## src/rtl/spi_pixel_stream_bridge_pkg.sv

```systemverilog
// Shared definitions for the SPI-to-pixel-stream bridge: SPI mode, FSM states, byte ordering.
package spi_pixel_stream_bridge_pkg;

  // SPI mode 0: SCK idles low, data sampled on the leading (rising) edge.
  localparam logic SPI_CPOL = 1'b0;
  localparam logic SPI_CPHA = 1'b0;

  localparam int unsigned MAX_PIXEL_BITS = 24;

  typedef enum logic [1:0] {
    StIdle,
    StLoad,
    StShift
  } spi_state_e;

  // Source byte index for pixel byte idx; byte reversal is its own inverse, so RX and TX share it.
  function automatic int unsigned wire_byte_idx(input int unsigned idx,
                                                input int unsigned nbytes,
                                                input logic        swap);
    return swap ? (nbytes - 1 - idx) : idx;
  endfunction

endpackage

```

## src/rtl/spi_pixel_stream_bridge_sync_fifo.sv

```systemverilog
// Count-based synchronous FIFO; a push is refused when full even if a pop happens that cycle.
module spi_pixel_stream_bridge_sync_fifo #(
  parameter int unsigned WIDTH = 8,
  parameter int unsigned DEPTH = 4
) (
  input  logic                     clk_i,
  input  logic                     reset_i,
  input  logic                     push_i,
  input  logic [WIDTH-1:0]         wdata_i,
  input  logic                     pop_i,
  output logic [WIDTH-1:0]         rdata_o,
  output logic                     full_o,
  output logic                     empty_o,
  output logic [$clog2(DEPTH):0]   level_o
);

  localparam int unsigned PW = $clog2(DEPTH);
  localparam int unsigned LW = PW + 1;

  logic [WIDTH-1:0] mem_q [DEPTH];
  logic [PW-1:0]    wptr_q, rptr_q;
  logic [LW-1:0]    cnt_q;
  logic             do_push, do_pop;

  assign full_o  = (cnt_q == LW'(DEPTH));
  assign empty_o = (cnt_q == '0);
  assign do_push = push_i & ~full_o;
  assign do_pop  = pop_i & ~empty_o;
  assign rdata_o = mem_q[rptr_q];
  assign level_o = cnt_q;

  always_ff @(posedge clk_i or posedge reset_i) begin
    if (reset_i) begin
      mem_q  <= '{default: '0};
      wptr_q <= '0;
      rptr_q <= '0;
      cnt_q  <= '0;
    end else begin
      if (do_push) begin
        mem_q[wptr_q] <= wdata_i;
        wptr_q        <= wptr_q + PW'(1);
      end
      if (do_pop) begin
        rptr_q <= rptr_q + PW'(1);
      end
      if (do_push && !do_pop) begin
        cnt_q <= cnt_q + LW'(1);
      end else if (!do_push && do_pop) begin
        cnt_q <= cnt_q - LW'(1);
      end
    end
  end

endmodule

```

## src/rtl/spi_pixel_stream_bridge.sv

```systemverilog
// Oversampled SPI mode-0 slave bridging to valid/ready pixel streams through RX/TX FIFOs.
// Optional saturating error counters are built when SPI_BRIDGE_ERR_CNT_EN is defined.
module spi_pixel_stream_bridge
  import spi_pixel_stream_bridge_pkg::*;
#(
  parameter int unsigned        PX_BITS     = MAX_PIXEL_BITS,
  parameter int unsigned        RX_DEPTH    = 4,
  parameter int unsigned        TX_DEPTH    = 4,
  parameter int unsigned        BYTE_SWAP   = 1,
  parameter logic [PX_BITS-1:0] UNDERRUN_PX = '0
) (
  input  logic                        clk_i,
  input  logic                        reset_i,
  input  logic                        spi_sck_i,
  input  logic                        spi_sdi_i,
  input  logic                        spi_cs_i,
  output logic                        spi_sdo_o,
  output logic [PX_BITS-1:0]          px_o,
  output logic                        px_valid_o,
  input  logic                        px_ready_i,
  input  logic [PX_BITS-1:0]          px_i,
  input  logic                        px_valid_i,
  output logic                        px_ready_o,
  output logic [$clog2(RX_DEPTH):0]   rx_level_o,
  output logic [$clog2(TX_DEPTH):0]   tx_level_o,
  output logic                        rx_overflow_o,
  output logic                        tx_underrun_o,
  output logic [15:0]                 err_cnt_o
);

  localparam int unsigned CNT_W          = $clog2(PX_BITS);
  localparam int unsigned NBYTES         = PX_BITS / 8;
  localparam logic        SWAP           = (BYTE_SWAP != 0);
  localparam logic        SAMPLE_ON_RISE = (SPI_CPOL == SPI_CPHA);

  logic [1:0] sck_sync_q, cs_sync_q, sdi_sync_q;
  logic       sck_prev_q, cs_prev_q;
  logic       sck_s, cs_s, sdi_s, sck_rise, sck_fall, sample_edge, shift_edge, cs_fall;

  spi_state_e         state_q, state_d;
  logic [CNT_W-1:0]   cnt_q, cnt_d;
  logic [PX_BITS-1:0] rx_sr_q, rx_sr_d, tx_sr_q, tx_sr_d, rx_word, tx_src, tx_head;
  logic               rx_push, rx_full, rx_empty, tx_pop, tx_full, tx_empty, underrun;

  always_ff @(posedge clk_i or posedge reset_i) begin
    if (reset_i) begin
      sck_sync_q <= {2{SPI_CPOL}};
      cs_sync_q  <= 2'b11;
      sdi_sync_q <= 2'b00;
      sck_prev_q <= SPI_CPOL;
      cs_prev_q  <= 1'b1;
    end else begin
      sck_sync_q <= {sck_sync_q[0], spi_sck_i};
      cs_sync_q  <= {cs_sync_q[0], spi_cs_i};
      sdi_sync_q <= {sdi_sync_q[0], spi_sdi_i};
      sck_prev_q <= sck_s;
      cs_prev_q  <= cs_s;
    end
  end

  assign sck_s       = sck_sync_q[1];
  assign cs_s        = cs_sync_q[1];
  assign sdi_s       = sdi_sync_q[1];
  assign sck_rise    = sck_s & ~sck_prev_q;
  assign sck_fall    = ~sck_s & sck_prev_q;
  assign sample_edge = SAMPLE_ON_RISE ? sck_rise : sck_fall;
  assign shift_edge  = SAMPLE_ON_RISE ? sck_fall : sck_rise;
  assign cs_fall     = cs_prev_q & ~cs_s;

  always_comb begin
    state_d  = state_q;
    cnt_d    = cnt_q;
    rx_sr_d  = rx_sr_q;
    tx_sr_d  = tx_sr_q;
    rx_push  = 1'b0;
    tx_pop   = 1'b0;
    underrun = 1'b0;
    tx_src   = tx_empty ? UNDERRUN_PX : tx_head;
    rx_word  = '0;

    unique case (state_q)
      StIdle: begin
        if (cs_fall) state_d = StLoad;
      end
      StLoad: begin
        tx_pop   = ~tx_empty;
        underrun = tx_empty;
        for (int unsigned i = 0; i < NBYTES; i++) begin
          tx_sr_d[i*8 +: 8] = tx_src[wire_byte_idx(i, NBYTES, SWAP)*8 +: 8];
        end
        state_d = StShift;
      end
      StShift: begin
        if (sample_edge) begin
          rx_sr_d = {rx_sr_q[PX_BITS-2:0], sdi_s};
          if (cnt_q == CNT_W'(PX_BITS - 1)) begin
            rx_push = 1'b1;
            cnt_d   = '0;
            state_d = StLoad;
          end else begin
            cnt_d = cnt_q + CNT_W'(1);
          end
        end else if (shift_edge && cnt_q != '0) begin
          // A shift edge at count 0 trails the previous word; LOAD already presented bit 0.
          tx_sr_d = {tx_sr_q[PX_BITS-2:0], 1'b0};
        end
      end
      default: state_d = StIdle;
    endcase

    for (int unsigned i = 0; i < NBYTES; i++) begin
      rx_word[i*8 +: 8] = rx_sr_d[wire_byte_idx(i, NBYTES, SWAP)*8 +: 8];
    end

    if (cs_s) begin
      state_d = StIdle;
      cnt_d   = '0;
      rx_sr_d = '0;
    end
  end

  always_ff @(posedge clk_i or posedge reset_i) begin
    if (reset_i) begin
      state_q <= StIdle;
      cnt_q   <= '0;
      rx_sr_q <= '0;
      tx_sr_q <= '0;
    end else begin
      state_q <= state_d;
      cnt_q   <= cnt_d;
      rx_sr_q <= rx_sr_d;
      tx_sr_q <= tx_sr_d;
    end
  end

  assign spi_sdo_o     = (state_q != StIdle) & tx_sr_q[PX_BITS-1];
  assign rx_overflow_o = rx_push & rx_full;
  assign tx_underrun_o = underrun;
  assign px_valid_o    = ~rx_empty;
  assign px_ready_o    = ~tx_full;

  spi_pixel_stream_bridge_sync_fifo #(
    .WIDTH (PX_BITS),
    .DEPTH (RX_DEPTH)
  ) u_rx_fifo (
    .clk_i   (clk_i),
    .reset_i (reset_i),
    .push_i  (rx_push),
    .wdata_i (rx_word),
    .pop_i   (px_ready_i),
    .rdata_o (px_o),
    .full_o  (rx_full),
    .empty_o (rx_empty),
    .level_o (rx_level_o)
  );

  spi_pixel_stream_bridge_sync_fifo #(
    .WIDTH (PX_BITS),
    .DEPTH (TX_DEPTH)
  ) u_tx_fifo (
    .clk_i   (clk_i),
    .reset_i (reset_i),
    .push_i  (px_valid_i),
    .wdata_i (px_i),
    .pop_i   (tx_pop),
    .rdata_o (tx_head),
    .full_o  (tx_full),
    .empty_o (tx_empty),
    .level_o (tx_level_o)
  );

`ifdef SPI_BRIDGE_ERR_CNT_EN
  logic [7:0] rx_drop_cnt_q, tx_undr_cnt_q;

  always_ff @(posedge clk_i or posedge reset_i) begin
    if (reset_i) begin
      rx_drop_cnt_q <= '0;
      tx_undr_cnt_q <= '0;
    end else begin
      if (rx_overflow_o && rx_drop_cnt_q != 8'hff) rx_drop_cnt_q <= rx_drop_cnt_q + 8'd1;
      if (tx_underrun_o && tx_undr_cnt_q != 8'hff) tx_undr_cnt_q <= tx_undr_cnt_q + 8'd1;
    end
  end

  assign err_cnt_o = {rx_drop_cnt_q, tx_undr_cnt_q};
`else
  assign err_cnt_o = '0;
`endif

endmodule

```

## config.mk

```make
export PLATFORM = sky130hd
export DESIGN_NAME = spi_pixel_stream_bridge
export DESIGN_NICKNAME = d
export VERILOG_FILES = /design/src/rtl/spi_pixel_stream_bridge_pkg.sv /design/src/rtl/spi_pixel_stream_bridge_sync_fifo.sv /design/src/rtl/spi_pixel_stream_bridge.sv
export SDC_FILE = /design/constraint.sdc
export NUM_CORES = 1
export LEC_CHECK = 0
export CAP_MARGIN = 20
export CELL_PAD_IN_SITES_DETAIL_PLACEMENT = 2
export CELL_PAD_IN_SITES_GLOBAL_PLACEMENT = 2
export CORE_ASPECT_RATIO = 1.5
export CORE_MARGIN = 4
export CORE_UTILIZATION = 45
export CTS_BUF_LIST = sky130_fd_sc_hd__clkbuf_2
export CTS_CLUSTER_SIZE = 40
export DETAILED_ROUTE_END_ITERATION = 6
export PLACE_DENSITY_LB_ADDON = 0.1
export REMOVE_ABC_BUFFERS = 1
export SLEW_MARGIN = 20
export SYNTH_ARGS = -nofsm -noshare
export SYNTH_HDL_FRONTEND = slang
export SYNTH_SLANG_ARGS = --single-unit
```

## constraint.sdc

```tcl
create_clock -name clk_i -period 15.7 [get_ports clk_i]
set_clock_uncertainty 0.05 [all_clocks]
set_input_delay 3.925 -clock clk_i [delete_from_list [all_inputs] [get_ports clk_i]]
set_output_delay 3.925 -clock clk_i [all_outputs]
set_load 0.02 [all_outputs]
```

==> results of run 1 <==
[placed cells by master, fill, tap and decap left out, types with 9 or more instances in the layout]
cell and n:
a31oi_1 23, clkbuf_2 102, conb_1 16, and3b_1 23, dfrtp_1 266, nand2_1 9, inv_1 35, mux2_4 30
mux2_2 182, buf_4 12, mux4_2 48, nor2b_1 25, clkdlybuf4s50_1 65, mux2i_1 23, ha_1 12
[cells by family after synthesis]
logic type      synth area share [%]
compound gates                  1.88
xor+xnor                       0.842
fa+ha+maj                       1.52
buf+inv                         4.75
flops                           53.9
mux                             31.2
other cells                   0.0300
simple gates                    5.81
[power groups by stage]
stage,clock [mW],combinational (mW),sequential [mW]
after global routing,0.510,0.604,0.982
after floorplan,0,0.398,0.957
after CTS,0.473,0.564,0.963
after global placement,0,0.530,0.951
after detailed placement,0,0.563,0.977
final,0.443,0.548,0.959
[critical path, cell delays in order, from the launching register on]
cell,delay [ns]
dfrtp_1,0.88
nor4bb_4,0.32
buf_4,0.41
and3_1,0.23
clkdlybuf4s50_1,0.61
[through the flow]
step | utilization, % | instances | power, mW | hold slack (ns)
after floorplan | - | 765 | 1.36 | 0.281
after global placement | 48.6 | 1184 | 1.48 | 0.299
after detailed placement | 48.6 | 1184 | 1.54 | 0.286
after CTS | 50.6 | 1294 | 2.00 | 0.309
after global routing | 50.6 | 1295 | 2.10 | 0.319
final | 50.6 | 1296 | 1.95 | 0.308
[final cells by class]
class,count,area [µm²]
antenna,2,5.00
clock buffer,102,510
multi-input combinational,460,5240
tap,342,428
inverter,36,143
sequential,269,6740
fill,2564,13500
clock inverter,8,32.5
timing repair buffer,77,741
[cells in the mapped netlist, types with 2 or more instances]
cell	count	share of area [%]
nor2b_1	25	1.3
mux2_2	182	16
mux4_2	48	8.7
xor2_1	4	0.28
mux2_4	30	3.6
dfstp_2	3	0.63
buf_6	12	1.1
nand2b_1	2	0.10
inv_1	36	1.1
buf_4	26	1.6
clkbuf_1	16	0.48
nor2_1	5	0.15
nor4b_4	4	0.76
o21ai_0	4	0.16
xnor2_1	8	0.56
a31oi_1	23	1.2
ha_1	12	1.2
and3b_1	23	1.6
nand3_1	4	0.16
dfrtp_1	266	53
nand3_2	4	0.32
or3_1	2	0.10
a21oi_1	7	0.28
mux2_1	8	0.72
fa_1	2	0.32
nand2_1	9	0.27
mux2i_1	23	1.8
buf_2	12	0.48
buf_1	2	0.060
[worst max path at each step]
stage | startpoint | endpoint | slack (ns) | depth (start not counted)
2_1_floorplan | reset_i | cnt_q[0] | 4.32 | 1
4_1_cts | state_q[1] | rx_overflow_o | 8.28 | 4
6_report | state_q[1] | rx_overflow_o | 8.43 | 4
3_3_place_gp | state_q[1] | rx_overflow_o | 9.35 | 4
3_5_place_dp | state_q[1] | rx_overflow_o | 9.28 | 4
5_1_grt | state_q[1] | rx_overflow_o | 8.18 | 4
[state kept, by name, indices dropped and copies added, names as in the netlist, 3 cells and up]
signal / count
cnt_q: 5
u_rx_fifo.level_o: 3
rx_sr_q: 24
tx_sr_q: 24
u_tx_fifo.mem_q: 96
u_tx_fifo.level_o: 3
u_rx_fifo.mem_q: 96
[layer usage]
metal | wire (µm) | vias to the layer above
met1 | 10600 | 3826
met5 | 0 | -
met4 | 617 | 0
li1 | - | 3114
met3 | 1100 | 56
met2 | 16000 | 135
==> reports/metrics.cfg, run 1 <==
[cts]
cts_setup_buffers=0
cts_tree=yes
cts_buffers=69
path_clk_slew_ns=0.10
insertion_delay_ns=0.87
clockBufferDepth=3
clkSinkCount=269
h-tree-depth=3
cts.repair.resized=0
hold_buffers=0
cts-root-buf=clkbuf_2

[synth]
synthDistinctLibCells=45
ys_ff_latch=269
syn_area_per_cell_um2=15.3
synth_area_um2=12500
syn_inst=818
async_flop_share_pct=100
synth_edf_count=0
yosys_warnings=0
synth-main-ff-cell=dfrtp_1
ys_seq_area_share_pct=53.9

[critical_path]
reg2reg_from=state_q[1]
reg2reg_depth=8
required_ns=11.73
path_max_fanout=29
worstSetupPathType=reg2out
r2r_end=u_rx_fifo.level_o[2]
cp.arrival_ns=3.30
startpoint_type=flip-flop
end_kind=primary output
reg2reg_slack_ns=11.97

[grt]
grt_pass1_wl_um=46800
antenna_found_initial=1
met3_usage_pct=4.19
grt_max_degree=134
grt_busiest_layer=met2
grt_util_met2_pct=36.2
grt_usage_pct=19.5
grtUsageMet1_pct=21.6
grt.overflow.total=0
grt_pass1_vias=8747

[routing]
drtIter0Drc=246
dr.pass1.iters=4
drt-total-wl_um=28300
wire_per_inst_um=21.8
drc=0
routed_via_density=5.50
vias=7131
ant_nets=0

[timing]
maxSlewHeadroom_pct=32.7
finalHoldViolCount=0
drv_slew=0
finalCritPeriodShare_pct=46.3
fmax_mhz=137
worstMarginPinSlew_ns=1.01
fin_setup_tns_ns=0
fin_ws_ns=8.43
setup_violations=0
rsz0062_at_grt=no
period_minus_slack_ns=7.27

[power]
p_clk_share_pct=22.7
pwr-share-comb_pct=28.1
power.internal_mw=1.34
sw_frac_of_total_pct=31.4
seqPwrFrac_pct=49.2
peakVddDrop_mv=0.115
leakagePower_nw=6.40
p_sw_mw=0.613
power.density_nw_per_um2=141

[floorplanning]
rows=74
start_util_pct=45.7
fp.dieH_um=212
core-area_um2=27300
die_w_um=144
ios=82
die_area_um2=30500

[flow_run]
cap_violations=0

[place]
placed_area_um2=13300
dp_hpwl_um=18400
gp_congestion=0.694
numPortBuffers=65
dp_slack_ns=9.28

[hold_path]
hold_depth=0
hold_path_end=sdi_sync_q[1]
holdCritPathClass=reg2reg
min_from=sdi_sync_q[0]

[layout]
fin_area_um2=13800
drive_gt1_share_pct=41.7
nets=958
areaGrowthSynthToFinish_pct=10.7

[run_status]
status=finished clean

Power figures use the tool's default switching activity.
==> run 2, diff against run 1 <==
--- a/config.mk
+++ b/config.mk
@@ -10,7 +10,7 @@
 export CELL_PAD_IN_SITES_GLOBAL_PLACEMENT = 2
 export CORE_ASPECT_RATIO = 1.5
 export CORE_MARGIN = 4
-export CORE_UTILIZATION = 45
+export CORE_UTILIZATION = 41
 export CTS_BUF_LIST = sky130_fd_sc_hd__clkbuf_2
 export CTS_CLUSTER_SIZE = 40
 export DETAILED_ROUTE_END_ITERATION = 6
==> constraint.sdc (replaced) <==
create_clock -name clk_i -period 6.66 [get_ports clk_i]
set_clock_uncertainty 0.05 [all_clocks]
set_input_delay 1.665 -clock clk_i [delete_from_list [all_inputs] [get_ports clk_i]]
set_output_delay 1.665 -clock clk_i [all_outputs]
set_load 0.02 [all_outputs]
==> reports/metrics.cfg, run 2 (same netlist as run 1, synthesis figures left out) <==
[run_status]
status=finished clean

[floorplanning]
core-area_um2=30200
start_util_pct=41.4
rows=78
fp.dieH_um=222
ios=82
die_w_um=151
die_area_um2=33400

[routing]
routed_via_density=5.23
vias=7127
wire_per_inst_um=21.3
dr.pass1.iters=4
drt-total-wl_um=29000
drtIter0Drc=244
drc=0
ant_nets=0

[timing]
fmax_mhz=195
period_minus_slack_ns=5.12
setup_violations=0
drv_slew=0
worstMarginPinSlew_ns=0.884
finalHoldViolCount=0
rsz0062_at_grt=no
maxSlewHeadroom_pct=41.1
finalCritPeriodShare_pct=77.0
fin_ws_ns=1.54

[hold_path]
holdCritPathClass=reg2reg

[critical_path]
end_kind=primary output
startpoint_type=flip-flop
cp_top_family=buffers and inverters
path_max_fanout=29
cp.arrival_ns=3.41
timing.critical_path.buf_inv=2
required_ns=4.95
slowest_stage=dfrtp_1
slowest_delay_ns=0.90
worstSetupPathType=reg2out
crit_chain=nor4bb_4 -> buf_4 -> and3_1 -> clkdlybuf4s50_1

[power]
peakVddDrop_mv=0.167
power.density_nw_per_um2=344
leakagePower_nw=6.47
p_total_mw=4.84

[cts]
hold_buffers=0
insertion_delay_ns=0.93
cts_tree=yes
clockBufferDepth=3
h-tree-depth=3
cts_buffers=71
cts_setup_buffers=0
cts.repair.resized=0
cts-root-buf=clkbuf_2
clkSinkCount=269
path_clk_slew_ns=0.10

[grt]
grt_max_degree=152
antenna_found_initial=2
grt_pass1_vias=8626
grt.overflow.total=0
grt_usage_pct=18.0
grt_pass1_wl_um=47200

[layout]
layout.cells.non_filler=1362
reg.largest.list=u_rx_fifo.mem_q (96), u_tx_fifo.mem_q (96)
final_common_cell=dfrtp_1
nets=959
drive_gt1_share_pct=41.7
areaGrowthSynthToFinish_pct=12.6
fill_cells=2859
final_cell_mix=dfrtp_1 (266), mux2_2 (182), clkbuf_2 (101)
post-route-util_pct=46.7
fin_area_um2=14100

[place]
gp_congestion=0.693
dp_hpwl_um=18300
placed_area_um2=13400
numPlacedInstances=1241
dp_slack_ns=2.47
numPortBuffers=65

[flow_run]
cap_violations=0

==> run 2: cell count changes in the layout (fill, tap and decap cells not counted) <==
cell and change:
inv_2 +1, buf_12 +1, clkbuf_2 -1, clkinv_2 -2, or3_2 +1, clkinv_1 +5
diode_2 +1, buf_4 -2, or3_1 -1, bufinv_16 +5
==> run 2: power by group <==
group	switching (mW)	leakage (nW)	internal (mW)
logic	0.576	2.48	0.732
clock network	0.682	0.512	0.593
registers	0.227	3.48	2.03
total	1.49	6.47	3.35
==> run 2: final timing paths <==
path	end	slack (ns)	start	cells after the start
max reg2reg	u_rx_fifo.level_o[2]	3.00	state_q[1]	8
max	rx_overflow_o	1.54	state_q[1]	4
min in group asynchronous	u_rx_fifo.mem_q[22]	1.23	reset_i	2
max in group asynchronous	u_tx_fifo.mem_q[49]	3.87	reset_i	3
min reg2reg	sdi_sync_q[1]	0.29	sdi_sync_q[0]	0
min	sdi_sync_q[1]	0.29	sdi_sync_q[0]	0
==> run 2: layout make-up <==
cell class | instances | area, µm² | share of cell area (%)
Sequential cell | 269 | 6740 | 47.9
Multi-Input combinational cell | 460 | 5240 | 37.2
Timing Repair Buffer | 76 | 746 | 5.30
Clock buffer | 101 | 505 | 3.59
Tap cell | 400 | 500 | 3.56
Clock inverter | 17 | 195 | 1.39
Inverter | 36 | 143 | 1.01
Antenna cell | 3 | 7.51 | 0.0534
==> run 2: worst reg2reg max path: stages, from the launching register on <==
cell	delay [ns]
dfrtp_1	0.90
nand4bb_1	0.81
nor3_1	0.65
ha_1	0.29
inv_1	0.06
fa_1	0.38
xor2_1	0.17
nor2_1	0.12
xor2_1	0.15
==> run 2: metrics by stage <==
step           hold slack (ns)  setup TNS, ns
2_1_floorplan            0.281        -655.51
3_3_place_gp             0.301              0
3_5_place_dp             0.289              0
4_1_cts                  0.295              0
5_1_grt                  0.309              0
6_report                 0.291              0
==> run 2: metal layers <==
layer / vias to the layer above / track usage [%] / share of wire, %
li1: 3137 / - / -
met1: 3832 / 19.3 / 37
met5: - / 0 / 0
met3: 44 / 3.95 / 3.4
met2: 114 / 34.2 / 58
met4: 0 / 6.20 / 2.2
==> run 3, diff against run 2 <==
--- a/config.mk
+++ b/config.mk
@@ -10,7 +10,7 @@
 export CELL_PAD_IN_SITES_GLOBAL_PLACEMENT = 2
 export CORE_ASPECT_RATIO = 1.5
 export CORE_MARGIN = 4
-export CORE_UTILIZATION = 41
+export CORE_UTILIZATION = 45
 export CTS_BUF_LIST = sky130_fd_sc_hd__clkbuf_2
 export CTS_CLUSTER_SIZE = 40
 export DETAILED_ROUTE_END_ITERATION = 6
==> constraint.sdc (replaced) <==
create_clock -name clk_i -period 4.9 [get_ports clk_i]
set_clock_uncertainty 0.05 [all_clocks]
set_input_delay 1.225 -clock clk_i [delete_from_list [all_inputs] [get_ports clk_i]]
set_output_delay 1.225 -clock clk_i [all_outputs]
set_load 0.02 [all_outputs]
==> reports/metrics.cfg, run 3 (same netlist as run 1, synthesis figures left out) <==
[critical_path]
path_max_fanout=27
end_kind=primary output
timing.critical_path.buf_inv=1
worstSetupPathType=reg2out
required_ns=3.62
startpoint_type=flip-flop
cp.arrival_ns=2.99
slowest_stage=or3_1
slowest_delay_ns=0.80
cp_top_family=simple AND/OR/NAND/NOR gates
crit_chain=or3_1 -> nor2_1 -> clkdlybuf4s50_1

[routing]
dr.pass1.iters=4
routed_via_density=5.46
drtIter0Drc=303
wire_per_inst_um=22.2
drt-total-wl_um=28700
vias=7071
ant_nets=0
drc=0

[power]
power.density_nw_per_um2=451
peakVddDrop_mv=0.335
p_total_mw=6.25
leakagePower_nw=6.40

[floorplanning]
start_util_pct=45.7
die_area_um2=30500
fp.dieH_um=212
rows=74
die_w_um=144
core-area_um2=27300
ios=82

[place]
numPortBuffers=65
numPlacedInstances=1188
gp_congestion=0.703
dp_hpwl_um=18700

[cts]
cts_buffers=67
clockBufferDepth=3
h-tree-depth=3
cts-root-buf=clkbuf_2
insertion_delay_ns=0.85
path_clk_slew_ns=0.10
cts.repair.resized=0
cts_setup_buffers=0
cts_tree=yes
clkSinkCount=269
hold_buffers=0

[layout]
fill_cells=2558
nets=960
drive_gt1_share_pct=41.1
areaGrowthSynthToFinish_pct=10.8
final_common_cell=dfrtp_1
final_cell_mix=dfrtp_1 (266), mux2_2 (182), clkbuf_2 (94)
reg.largest.list=u_rx_fifo.mem_q (96), u_tx_fifo.mem_q (96)
layout.cells.non_filler=1295

[timing]
setup_violations=0
worstMarginPinSlew_ns=1.05
rsz0062_at_grt=no
fmax_mhz=234
period_minus_slack_ns=4.27
drv_slew=0
fin_setup_tns_ns=0
maxSlewHeadroom_pct=30.2
timing.hold.ws_ns=0.293
finalHoldViolCount=0
finalCritPeriodShare_pct=87.1

[run_status]
status=finished clean

[flow_run]
cap_violations=0

[grt]
grt_pass1_vias=8796
grt_max_degree=129
grt_pass1_wl_um=47200
grt_usage_pct=19.8
grt.overflow.total=0
antenna_found_initial=1

[hold_path]
holdCritPathClass=reg2reg

==> run 3: cell count changes in the layout (fill, tap and decap cells not counted), sizes merged <==
cell,previous run,this run
clkbuf,101,94
bufinv,5,0
buf,11,16
diode,3,1
==> run 3: power breakdown <==
part           leakage, nW  internal, mW  switching, mW
logic                 2.50         0.999          0.787
clock network        0.412         0.503          0.876
registers             3.48          2.75          0.327
==> run 3: area by class of cell <==
type / count / area, µm² / share of cell area [%]
Sequential cell: 269 / 6740 / 48.7
Antenna cell: 1 / 2.50 / 0.0181
Timing Repair Buffer: 81 / 783 / 5.66
Clock inverter: 12 / 45.0 / 0.325
Clock buffer: 94 / 470 / 3.40
Tap cell: 342 / 428 / 3.09
Multi-Input combinational cell: 460 / 5230 / 37.8
Inverter: 36 / 143 / 1.03
==> run 3: worst register-to-register path, delay by kind of cell, from the launching register on <==
family / cells / cell delay (ns)
simple gates: 3 / 0.87
xor+xnor: 2 / 0.33
buf+inv: 2 / 0.30
fa+ha+maj: 2 / 0.69
flops: 1 / 0.71
==> run 3: final timing paths <==
path / start / to / slack, ns / cells after the start
min in group asynchronous: reset_i / rx_sr_q[1] / 0.89 / 2
max: u_tx_fifo.level_o[0] / tx_underrun_o / 0.63 / 3
min reg2reg: cs_sync_q[0] / cs_sync_q[1] / 0.29 / 0
min: cs_sync_q[0] / cs_sync_q[1] / 0.29 / 0
max reg2reg: state_q[0] / u_rx_fifo.level_o[2] / 1.82 / 9
max in group asynchronous: reset_i / u_rx_fifo.mem_q[39] / 2.90 / 3
==> run 3: layer usage <==
layer,up-vias,part of all wire [%],global-route usage [%]
li1,3134,-,-
met1,3740,37,21.7
met2,133,57,37.4
met3,64,3.4,3.49
met4,0,2.6,7.57
met5,-,0,0
==> run 3: stage by stage <==
stage | area [µm²] | utilization, % | worst slack [ns]
6_report | 13800 | 50.7 | 0.632
5_1_grt | 13800 | 50.7 | 0.356
4_1_cts | 13800 | 50.7 | 0.483
3_5_place_dp | 13300 | 48.8 | 1.46
3_3_place_gp | 13300 | 48.8 | 1.52
2_1_floorplan | 12100 | - | -3.78
